==> config.mk <==
export PLATFORM = sky130hd
export DESIGN_NAME = sgen_fcw_sweep
export DESIGN_NICKNAME = d
export VERILOG_FILES = /design/src/rtl/sgen_fcw_sweep.sv
export SDC_FILE = /design/constraint.sdc
export NUM_CORES = 1
export LEC_CHECK = 0
export ABC_AREA = 0
export BUFFER_PORTS_ARGS = -buffer_cell sky130_fd_sc_hd__buf_2
export CELL_PAD_IN_SITES_DETAIL_PLACEMENT = 0
export CELL_PAD_IN_SITES_GLOBAL_PLACEMENT = 1
export CORE_MARGIN = 2
export CORE_UTILIZATION = 45
export CTS_CLUSTER_DIAMETER = 150
export DETAILED_ROUTE_END_ITERATION = 6
export PLACE_DENSITY_LB_ADDON = 0.1
export SYNTH_ARGS = -nofsm -noshare
export SYNTH_HDL_FRONTEND = slang
export SYNTH_SLANG_ARGS = --single-unit
==> constraint.sdc <==
create_clock -name i_clk -period 10.8 [get_ports i_clk]
set_input_delay 1.62 -clock i_clk [delete_from_list [all_inputs] [get_ports i_clk]]
set_output_delay 1.62 -clock i_clk [all_outputs]
set_load 0.005 [all_outputs]
==> src/rtl/sgen_fcw_sweep.sv <==
// FCW sweep (chirp) generator feeding sgen_nco's i_fcw.
// Modes: single up-ramp, repeating sawtooth, triangle; each FCW is held for dwell+1 enabled cycles.
module sgen_fcw_sweep #(
    parameter int unsigned gp_phase_accu_width = 16,
    parameter int unsigned gp_dwell_width      = 16
) (
    input  logic                           i_clk,
    input  logic                           i_rst,
    input  logic                           i_ena,
    input  logic                           i_start,
    input  logic                           i_abort,
    input  logic [1:0]                     i_mode,
    input  logic [gp_phase_accu_width-1:0] i_fcw_start,
    input  logic [gp_phase_accu_width-1:0] i_fcw_stop,
    input  logic [gp_phase_accu_width-1:0] i_fcw_step,
    input  logic [gp_dwell_width-1:0]      i_dwell,
    output logic [gp_phase_accu_width-1:0] o_fcw,
    output logic                           o_busy,
    output logic                           o_done,
    output logic                           o_wrap
);
    localparam int unsigned W  = gp_phase_accu_width;
    localparam int unsigned DW = gp_dwell_width;
    localparam int unsigned WX = W + 1;

    localparam logic [1:0] MODE_SINGLE = 2'd0;
    localparam logic [1:0] MODE_SAW    = 2'd1;
    localparam logic [1:0] MODE_TRI    = 2'd2;
    localparam logic [1:0] MODE_RSVD   = 2'd3;

    typedef enum logic [1:0] {
        ST_IDLE = 2'd0,
        ST_UP   = 2'd1,
        ST_DOWN = 2'd2
    } state_t;

    typedef struct packed {
        logic [1:0]    mode;
        logic          degen;
        logic [W-1:0]  fcw_start;
        logic [W-1:0]  fcw_stop;
        logic [W-1:0]  fcw_step;
        logic [DW-1:0] dwell;
    } cfg_t;

    state_t        state_q, state_d;
    cfg_t          cfg_q, cfg_d;
    logic [DW-1:0] cnt_q, cnt_d;
    logic [W-1:0]  fcw_q, fcw_d;
    logic          busy_q, busy_d;
    logic          done_q, done_d;
    logic          wrap_q, wrap_d;

    logic [WX-1:0] up_sum;
    logic [WX-1:0] dn_diff;
    logic [W-1:0]  up_next;
    logic [W-1:0]  dn_next;

    // Clamped neighbours of the current FCW, computed one bit wider so nothing wraps
    always_comb begin
        up_sum  = {1'b0, fcw_q} + {1'b0, cfg_q.fcw_step};
        dn_diff = {1'b0, fcw_q} - {1'b0, cfg_q.fcw_step};
        up_next = (up_sum > {1'b0, cfg_q.fcw_stop}) ? cfg_q.fcw_stop : up_sum[W-1:0];
        dn_next = (dn_diff[W] || (dn_diff[W-1:0] < cfg_q.fcw_start)) ? cfg_q.fcw_start
                                                                        : dn_diff[W-1:0];
    end

    // Next-state and output logic
    always_comb begin
        state_d = state_q;
        cfg_d   = cfg_q;
        cnt_d   = cnt_q;
        fcw_d   = fcw_q;
        busy_d  = busy_q;
        done_d  = 1'b0;
        wrap_d  = 1'b0;

        if (i_abort) begin
            state_d = ST_IDLE;
            cnt_d   = '0;
            fcw_d   = '0;
            busy_d  = 1'b0;
        end else if (i_ena) begin
            case (state_q)
                ST_IDLE: begin
                    if (i_start) begin
                        cfg_d.mode      = (i_mode == MODE_RSVD) ? MODE_SINGLE : i_mode;
                        cfg_d.degen     = (i_fcw_step == '0) || (i_fcw_start >= i_fcw_stop);
                        cfg_d.fcw_start = i_fcw_start;
                        cfg_d.fcw_stop  = i_fcw_stop;
                        cfg_d.fcw_step  = i_fcw_step;
                        cfg_d.dwell     = i_dwell;
                        state_d         = ST_UP;
                        cnt_d           = '0;
                        fcw_d           = i_fcw_start;
                        busy_d          = 1'b1;
                    end
                end
                default: begin
                    if (cnt_q != cfg_q.dwell) begin
                        cnt_d = cnt_q + DW'(1);
                    end else begin
                        cnt_d = '0;
                        if (state_q == ST_DOWN) begin
                            if (fcw_q == cfg_q.fcw_start) begin
                                state_d = ST_UP;
                                wrap_d  = 1'b1;
                                fcw_d   = up_next;
                            end else begin
                                fcw_d = dn_next;
                            end
                        end else if (cfg_q.degen || (fcw_q == cfg_q.fcw_stop)) begin
                            // End of ramp; a degenerate repeating sweep just parks at start
                            if (cfg_q.mode == MODE_SAW) begin
                                if (!cfg_q.degen) begin
                                    fcw_d  = cfg_q.fcw_start;
                                    wrap_d = 1'b1;
                                end
                            end else if (cfg_q.mode == MODE_TRI) begin
                                if (!cfg_q.degen) begin
                                    state_d = ST_DOWN;
                                    wrap_d  = 1'b1;
                                    fcw_d   = dn_next;
                                end
                            end else begin
                                state_d = ST_IDLE;
                                busy_d  = 1'b0;
                                done_d  = 1'b1;
                            end
                        end else begin
                            fcw_d = up_next;
                        end
                    end
                end
            endcase
        end
    end

    always_ff @(posedge i_clk) begin
        if (i_rst) begin
            state_q <= ST_IDLE;
            cfg_q   <= '0;
            cnt_q   <= '0;
            fcw_q   <= '0;
            busy_q  <= 1'b0;
            done_q  <= 1'b0;
            wrap_q  <= 1'b0;
        end else begin
            state_q <= state_d;
            cfg_q   <= cfg_d;
            cnt_q   <= cnt_d;
            fcw_q   <= fcw_d;
            busy_q  <= busy_d;
            done_q  <= done_d;
            wrap_q  <= wrap_d;
        end
    end

    assign o_fcw  = fcw_q;
    assign o_busy = busy_q;
    assign o_done = done_q;
    assign o_wrap = wrap_q;

endmodule

==> flow_summary.json, run 1 <==
{
  "status": "completed",
  "regArea_sq_um": 2080,
  "placementRows": 48,
  "intPower_uw": 729,
  "die_y_microns": 138,
  "synth_edf_count": 0,
  "stdcell_count": 1315,
  "path_max_fanout": 20,
  "diodes": 0,
  "hold_viol_final": 0,
  "routabilityCongestion": 0.945,
  "multiInputGateArea_sq_um": 5400,
  "drtIter0Drc": 442,
  "routed_wl_microns": 24300,
  "dp.cells": 1299,
  "fin_crit_ps": 5670,
  "die_area_sq_um": 19000,
  "ant_nets": 0,
  "numCtsBuffers": 9,
  "cts_max_level": 3,
  "avgViaCountPerCell": 5.59,
  "critPathKind": "flop to flop",
  "relSlewSlack_pct": 28.7,
  "synth-warning-count": 0,
  "synth_top_area_share_pct": 25.9,
  "worstPathRequired_ps": 11070,
  "rsz0062_at_grt": "no",
  "drcViolationCount": 0,
  "ir_drop_mv": 0.0730,
  "track_usage_pct": 26.4,
  "initial_core_util_pct": 46.3,
  "min_path_cells": 2,
  "fp.dieW_microns": 138,
  "r2r_slack_ps": 5130,
  "synthArstFlopShare_pct": 0,
  "cts_buffer_depth": 2,
  "ios": 90,
  "hp-class": "flop to flop",
  "post-cts-setup-buffers": 0,
  "synth_top_cells_by_area": "dfxtp_1 (26%), ha_1 (13%), nand2_1 (7.7%), a21oi_1 (6.8%), xnor2_1 (5.9%)",
  "holdPathEnd": "cfg_q[7]",
  "syn-num-nets": 1186,
  "grt_antenna_before_repair": 0,
  "endpoint_kind": "flop",
  "setup_violations": 0,
  "synth_commonest_cells": "nand2_1 (166), a21oi_1 (110), dfxtp_1 (104)",
  "ctsHoldBuffers": 0,
  "clock-root-buffer": "clkbuf_16",
  "power_frac_comb_pct": 31.9,
  "gr-total-overflow": 0,
  "p_leak_uw": 0.00379,
  "r2r-start": "o_fcw[0]",
  "arrival_ps": 5930,
  "switchingPower_uw": 414,
  "ys.flop_type": "dfxtp_1",
  "numClockSinks": 104,
  "r2r_end": "o_fcw[4]",
  "grt_pass1_wl_microns": 37700,
  "ys_ff_latch": 104,
  "hold_path_startpoint": "cfg_q[7]",
  "synth_area_sq_um": 8040,
  "clockPowerShare_pct": 32.1,
  "max-cap-violations": 0,
  "yosysTopAreaCell": "dfxtp_1",
  "tightest_slew_ps": 1070,
  "cts_resized": 0,
  "post-route-util_pct": 51.2,
  "postSynthAreaPerCell_sq_um": 7.80,
  "timing.final.crit_share_pct": 52.5,
  "yosysSeqAreaShare_pct": 25.9,
  "syn_inst": 1031,
  "fill_cells": 1757,
  "p_sw_share_pct": 36.3,
  "num_vias": 7357,
  "clk_latency_ps": 370,
  "grt_max_degree": 71,
  "cts.clk_slew.worst_paths_ps": 90,
  "clock.fmax_mhz": 176,
  "wire_per_inst_microns": 18.4,
  "drv_slew": 0,
  "rr_worst_depth": 20,
  "skew_ps": 12.8,
  "drive_gt1_share_pct": 12.7,
  "core_area_sq_um": 17400,
  "yosysMostFrequentCell": "nand2_1",
  "dpl.hpwl_microns": 18900,
  "nets": 1240,
  "worst_setup_path_start_kind": "flop",
  "placement.io_buffers": 89,
  "seq_power_share_pct": 36.0,
  "synth_cell_types": 71,
  "grt_pass1_vias": 6773,
  "dr.pass1.iters": 5,
  "pwr_density_cell_nw_per_um2": 129,
  "fin_setup_tns_ps": 0,
  "area_growth_pct": 10.6,
  "cts_tree": "yes"
}
-- flip-flops by register name, summed over array words and instances, names as in the netlist --
signal and count:
o_done 1, o_wrap 1, state_q 2, cnt_q 16, o_fcw 16, cfg_q 67
o_busy 1
-- power groups by stage --
stage                     logic, uW  registers [uW]  clock network [uW]
final                           364             412                 367
after global routing            403             414                 385
after CTS                       361             412                 373
after detailed placement        358             421                   0
after global placement          359             420                   0
after floorplan                 273             414                   0
-- cells in the final DEF, fill, tap and decap left out, types with 8 or more instances in the layout --
cell         n
xor2_1      31
o21bai_1     8
mux2i_1     26
nor2b_1      9
dfxtp_1    104
a21o_1      18
o221a_1     11
buf_2       89
a31oi_1     10
nand3_1     17
nor3_1      12
nand2_1    166
clkbuf_16    9
xnor2_1     54
a21oi_1    110
and3_1       8
o21a_1       8
ha_1        82
nor2_1      52
nand2b_1     9
nand4_1     20
nor4_1       9
inv_1       80
o31ai_1     11
o21ai_0     24
-- worst max-delay path by stage --
| stage | start | endpoint | slack, ps | cells past startpoint |
|---|---|---|---|---|
| 2_1_floorplan | o_fcw[0] | o_fcw[5] | 6670 | 22 |
| 3_3_place_gp | o_fcw[0] | o_fcw[3] | 5400 | 20 |
| 3_5_place_dp | o_fcw[0] | o_fcw[4] | 5270 | 20 |
| 4_1_cts | o_fcw[0] | o_fcw[4] | 5220 | 20 |
| 5_1_grt | o_fcw[0] | o_fcw[4] | 4770 | 20 |
| 6_report | o_fcw[0] | o_fcw[4] | 5130 | 20 |
-- stage by stage --
step / hold WS (ps) / setup slack, ps / power, uW / instance area, sq um
2_1_floorplan: 449 / 6670 / 687 / 8040
3_3_place_gp: 456 / 5400 / 779 / 8580
3_5_place_dp: 465 / 5270 / 778 / 8580
4_1_cts: 476 / 5220 / 1140 / 8890
5_1_grt: 493 / 4770 / 1200 / 8890
6_report: 475 / 5130 / 1140 / 8890
-- routing by layer --
layer | share of wire [%] | GRT usage [%] | routed length [microns]
met3 | 5.4 | 3.57 | 1310
met1 | 51 | 39.6 | 12300
met2 | 42 | 38.7 | 10100
met4 | 2.4 | 8.50 | 579
met5 | 0 | 0 | 0
-- logic make-up after synthesis --
logic type,share of synthesized area [%]
AOI/OAI and AO/OA,22.1
xor gates and xnor gates,9.46
adders and majority gates,13.3
buffers and inverters,7.03
DFF,25.9
muxes,3.38
and+or+nand+nor,18.9
-- worst max-delay path, cell delays in order, from the launching register on --
cell and delay (ps):
dfxtp_1 380, inv_1 110, ha_1 180, inv_1 60, fa_1 410, a21oi_1 220, o22ai_1 150, nor2_1 180
o21ai_1 130, a311o_1 410, a31oi_1 210, xnor2_1 210, ha_1 300, and4_1 200, a21oi_1 120, nand2_1 80
o22ai_2 860, or2_1 680, mux2i_1 250, o221ai_1 140, o221a_1 260
-- cell type report --
type	instances	area share [%]
sequential	104	23.4
inverter	83	3.50
timing repair buffer	96	5.60
clock inverter	7	1.04
clock buffer	9	2.53
multi-input combinational	791	60.7
tap	225	3.17
No activity file was read; power rests on OpenSTA's default activity.
==> run 2, diff against run 1 <==
- CORE_UTILIZATION: 45 -> 44
- clock period: 10.8 -> 5.6 ns (I/O delays scaled with it)
==> run 2 against run 1 <==
  * Die area up 2.2%
  * Utilization is 1.6 points lower
  * Highest routed layer unchanged
  * Register-to-register slack lost 4400 ps
==> flow_summary.json, run 2 (synthesized netlist as in run 1, its figures left out) <==
{
  "cts_buffer_depth": 2,
  "die_area_sq_um": 19400,
  "nets": 1246,
  "area_growth_pct": 10.9,
  "cts_max_level": 3,
  "dpl.hpwl_microns": 19500,
  "grt_pass1_vias": 7080,
  "ios": 90,
  "track_usage_pct": 25.8,
  "post-cts-setup-buffers": 0,
  "arrival_ps": 5140,
  "die_y_microns": 139,
  "ant_nets": 0,
  "hp-class": "flop to flop",
  "status": "completed",
  "cts_resized": 0,
  "fin_setup_tns_ps": 0,
  "clock-root-buffer": "clkbuf_16",
  "routabilityCongestion": 0.922,
  "tightest_slew_ps": 1080,
  "largest_register": "cfg_q",
  "fin_crit_ps": 4890,
  "hold_path_startpoint": "cfg_q[15]",
  "rsz0062_at_grt": "no",
  "avgViaCountPerCell": 5.59,
  "core_area_sq_um": 18000,
  "timing.final.crit_share_pct": 87.3,
  "rr_worst_depth": 20,
  "crit_start": "o_fcw[0]",
  "grt_max_degree": 70,
  "num_vias": 7406,
  "diodes": 0,
  "drtIter0Drc": 423,
  "hold_viol_final": 0,
  "routed_wl_microns": 24800,
  "dr.pass1.iters": 5,
  "worst_setup_path_start_kind": "flop",
  "critPathKind": "flop to flop",
  "pwr_density_cell_nw_per_um2": 240,
  "largest_reg_flops": 67,
  "layout.cells.most_common": "nand2_1",
  "path_delay_family": "compound AO/OA/AOI/OAI gates",
  "drcViolationCount": 0,
  "worstPathRequired_ps": 5850,
  "initial_core_util_pct": 44.8,
  "drv_slew": 0,
  "clock.fmax_mhz": 205,
  "ir_drop_mv": 0.164,
  "max-cap-violations": 0,
  "min_path_cells": 2,
  "crit_chain": "inv_1 > ha_1 > inv_1 > fa_1 > a21oi_1 > o22ai_1 > nor2_1 > o21ai_1 > a311o_1 > a31oi_1 > xnor2_1 > ha_1 > and4_1 > a21oi_1 > nand2_1 > o22ai_2 > or2_1 > mux2i_1 > o221ai_1 > o221a_1",
  "setup_violations": 0,
  "relSlewSlack_pct": 28.0,
  "fp.dieW_microns": 139,
  "endpoint_kind": "flop",
  "cp.depth": 20,
  "placement.io_buffers": 89,
  "cts.clk_slew.worst_paths_ps": 80,
  "cpPeakStageDelay_ps": 570,
  "skew_ps": 10.7,
  "r2r_end": "o_fcw[8]",
  "p_leak_uw": 0.00380,
  "post-route-util_pct": 49.6,
  "path_max_fanout": 12,
  "wire_per_inst_microns": 18.7,
  "grt_pass1_wl_microns": 39300,
  "layout_common_cells": "nand2_1 (166), a21oi_1 (110), dfxtp_1 (104)",
  "numClockSinks": 104,
  "gr-total-overflow": 0,
  "cpMaxStageDelayCell": "or2_1",
  "cts_tree": "yes",
  "numCtsBuffers": 9,
  "r2r-start": "o_fcw[0]",
  "placementRows": 49,
  "r2r_slack_ps": 710,
  "crit_buf_inv": 2,
  "grt_antenna_before_repair": 0,
  "clk_latency_ps": 370,
  "drive_gt1_share_pct": 13.0,
  "ctsHoldBuffers": 0,
  "holdPathEnd": "cfg_q[15]"
}
[run 2: final cells by class]
cell class                 count  area, sq um
clock buffer                  10          229
inverter                      83          312
fill                        1881         9050
clock inverter                 6         61.3
sequential                   104         2080
multi-input combinational    791         5400
tap                          229          287
timing repair buffer         102          543
[run 2: worst max-delay path by stage]
stage | slack, ps | end
after floorplan | 1470 | o_fcw[5]
after global placement | 920 | o_fcw[3]
after detailed placement | 810 | o_fcw[8]
after CTS | 730 | o_fcw[8]
after global routing | 410 | o_fcw[0]
final | 710 | o_fcw[8]
[run 2: where the power goes]
| group | internal [uW] | leakage, uW | switching, uW |
|---|---|---|---|
| combinational | 286 | 0.00282 | 430 |
| clock | 313 | 0.000138 | 318 |
| sequential | 761 | 0.000844 | 32.5 |
[run 2: worst register-to-register path, stage by stage, from the launching register on]
cell and delay [ps]:
dfxtp_1 380, inv_1 120, ha_1 180, inv_1 60, fa_1 410, a21oi_1 200, o22ai_1 140, nor2_1 200
o21ai_1 120, a311o_1 410, a31oi_1 210, xnor2_1 190, ha_1 290, and4_1 220, a21oi_1 140, nand2_1 80
o22ai_2 180, or2_1 570, mux2i_1 260, o221ai_1 150, o221a_1 250
[run 2: stage by stage]
step / setup slack, ps / hold slack, ps / area [sq um] / total power (uW) / std cells
after global routing: 407 / 496 / 8920 / 2270 / 1325
after global placement: 918 / 459 / 8630 / 1520 / 1309
after CTS: 730 / 477 / 8920 / 2150 / 1325
final: 712 / 474 / 8920 / 2140 / 1325
after floorplan: 1470 / 449 / 8040 / 1320 / 1031
after detailed placement: 813 / 465 / 8630 / 1520 / 1309
[run 2: per-layer routing]
| layer | vias up | GRT usage (%) | wire, microns |
|---|---|---|---|
| met2 | 197 | 38.9 | 10600 |
| met5 | - | 0 | 0 |
| li1 | 3716 | - | - |
| met1 | 3467 | 37.7 | 12400 |
| met4 | 0 | 8.35 | 544 |
| met3 | 26 | 4.04 | 1310 |
==> run 3, diff against run 2 <==
- ABC_AREA: 0 -> 1
- CORE_UTILIZATION: 44 -> 42
- RECOVER_POWER: default -> 50
==> run 3 against run 2 <==
  * The run now ends with capacitance limit, slew limit left
  * Sequential power is 3.5% higher
  * Count of clock-buffer cells in the layout is 1 lower
  * Clock power is 3% higher
  * Critical path type unchanged
==> flow_summary.json, run 3 <==
{
  "rr_worst_depth": 20,
  "dr.pass1.iters": 5,
  "layout_common_cells": "nand2_1 (280), inv_1 (196), nor2_1 (158)",
  "dp.cells": 1685,
  "yosysSeqAreaShare_pct": 24.1,
  "dpl.hpwl_microns": 21500,
  "postSynthAreaPerCell_sq_um": 6.28,
  "syn-num-nets": 1528,
  "worst_setup_path_start_kind": "flop",
  "ctsHoldBuffers": 0,
  "path_max_fanout": 17,
  "num_vias": 8809,
  "r2r_end": "o_fcw[15]",
  "fin_crit_ps": 4370,
  "core_area_sq_um": 20200,
  "skew_ps": 11.1,
  "grt_antenna_before_repair": 0,
  "nets": 1581,
  "area_growth_pct": 10.2,
  "hold_path_startpoint": "cfg_q[12]",
  "ant_nets": 0,
  "fill_cells": 2220,
  "die_y_microns": 147,
  "drive_gt1_share_pct": 8.88,
  "post-cts-setup-buffers": 0,
  "tightest_slew_ps": 2950,
  "avgViaCountPerCell": 5.18,
  "ys.flop_type": "dfxtp_1",
  "drv_slew": 136,
  "cts_resized": 0,
  "cts_max_level": 3,
  "synth-warning-count": 0,
  "synth_cell_types": 43,
  "diodes": 0,
  "placementRows": 52,
  "initial_core_util_pct": 42.8,
  "worstPathRequired_ps": 5890,
  "failed_checks": "capacitance limit, slew limit",
  "hold_viol_final": 0,
  "multiInputGateArea_sq_um": 5580,
  "grt_max_degree": 79,
  "grt_pass1_vias": 8167,
  "ios": 90,
  "ir_drop_mv": 0.141,
  "rsz0062_at_grt": "no",
  "ys_ff_latch": 104,
  "yosysMostFrequentCell": "nand2_1",
  "pwr_density_cell_nw_per_um2": 260,
  "synth_top_area_share_pct": 24.1,
  "largest_reg_flops": 67,
  "placement.io_buffers": 89,
  "routed_wl_microns": 28100,
  "fp.dieW_microns": 147,
  "clock.fmax_mhz": 229,
  "power.total_uw": 2470,
  "synth_edf_count": 0,
  "setup_violations": 0,
  "cts.clk_slew.worst_paths_ps": 80,
  "numClockSinks": 104,
  "synth_area_sq_um": 8630,
  "routabilityCongestion": 0.898,
  "min_path_cells": 2,
  "regArea_sq_um": 2080,
  "layout.cells.most_common": "nand2_1",
  "timing.final.crit_share_pct": 78.0,
  "cts_tree": "yes",
  "r2r-start": "o_fcw[2]",
  "yosysTopAreaCell": "dfxtp_1",
  "hp-class": "flop to flop",
  "wire_per_inst_microns": 16.5,
  "endpoint_kind": "flop",
  "clk_latency_ps": 370,
  "post-route-util_pct": 47.1,
  "r2r_slack_ps": 1230,
  "synth_commonest_cells": "nand2_1 (280), inv_1 (196), nor2_1 (159)",
  "p_leak_uw": 0.00483,
  "relSlewSlack_pct": -96.3,
  "hold-worst-slack_ps": 473,
  "synthArstFlopShare_pct": 0,
  "die_area_sq_um": 21700,
  "numCtsBuffers": 9,
  "holdPathEnd": "cfg_q[12]",
  "syn_inst": 1373,
  "critPathKind": "flop to flop",
  "gr-total-overflow": 0,
  "drtIter0Drc": 660,
  "arrival_ps": 4660,
  "status": "finished, violations left",
  "largest_register": "cfg_q",
  "synth_top_cells_by_area": "dfxtp_1 (24%), nand2_1 (12%), ha_1 (12%), inv_1 (8.5%), a21oi_1 (7.1%)",
  "drcViolationCount": 0,
  "cts_buffer_depth": 2,
  "track_usage_pct": 26.2,
  "clock-root-buffer": "clkbuf_16",
  "fin_setup_tns_ps": 0,
  "max-cap-violations": 2,
  "grt_pass1_wl_microns": 44500,
  "stdcell_count": 1700
}
run 3: changes by cell type after synthesis, sizes merged, moves of 16 or more:
cell and delta:
xnor2 -35, nand2 +133, inv +114, mux2i -26
nand3 +106, nor2 +107, a21o -16, o21ai +67
run 3: area by class of cell:
type	instances	area share, %
Sequential cell	104	21.9
Multi-Input combinational cell	1017	58.7
Tap cell	270	3.55
Clock inverter	6	0.658
Timing Repair Buffer	94	4.93
Clock buffer	9	2.37
Inverter	200	7.90
run 3: logic make-up after synthesis:
family                   synth area share [%]
adder cells (fa/ha/maj)                  12.4
XOR/XNOR                                 5.48
flip-flops                               24.1
buffers and inverters                    11.3
AND/OR/NAND/NOR                          31.1
AO/OA/AOI/OAI                            15.6
run 3: metal layers:
metal | track usage (%) | up-vias | part of all wire (%)
li1 | - | 4537 | -
met1 | 39.6 | 3976 | 50
met2 | 38.6 | 261 | 41
met3 | 4.60 | 35 | 6.9
met4 | 6.15 | 0 | 1.8
met5 | 0 | - | 0
run 3: critical path, stage by stage (launching register included):
cell,delay (ps)
dfxtp_1,460
ha_1,400
a21oi_1,180
nand2_1,110
a21boi_0,380
o21bai_1,220
xor2_1,350
ha_1,320
nand2_1,90
nor2_1,50
a211oi_1,160
nand2_1,100
nand2_1,60
nand2_1,370
nand2_2,510
nand2_1,130
nand3_1,110
nand2_1,70
nand3_1,90
nor2_1,50
nor2_1,90
run 3: power breakdown:
group / switching, uW / total (uW) / leakage (uW) / internal, uW
logic: 683 / 1000 / 0.00384 / 319
clock network: 338 / 651 / 0.000142 / 313
registers: 46.5 / 821 / 0.000847 / 774
total: 1070 / 2470 / 0.00483 / 1410
run 3: how the worst max path moves through the flow:
stage	startpoint	end	slack, ps	cells after the start
floorplan	o_fcw[2]	o_fcw[1]	2160	27
global placement	o_fcw[2]	o_fcw[3]	1310	26
detailed placement	o_fcw[2]	o_fcw[3]	1280	26
CTS	o_fcw[2]	o_fcw[2]	1250	26
global route	o_fcw[2]	o_fcw[3]	710	26
finish	o_fcw[2]	o_fcw[15]	1230	20
run 3: per-stage QoR:
step | setup WS [ps] | area [sq um]
floorplan | 2160 | 8630
global placement | 1310 | 9230
detailed placement | 1280 | 9230
CTS | 1250 | 9520
global route | 714 | 9510
finish | 1230 | 9510
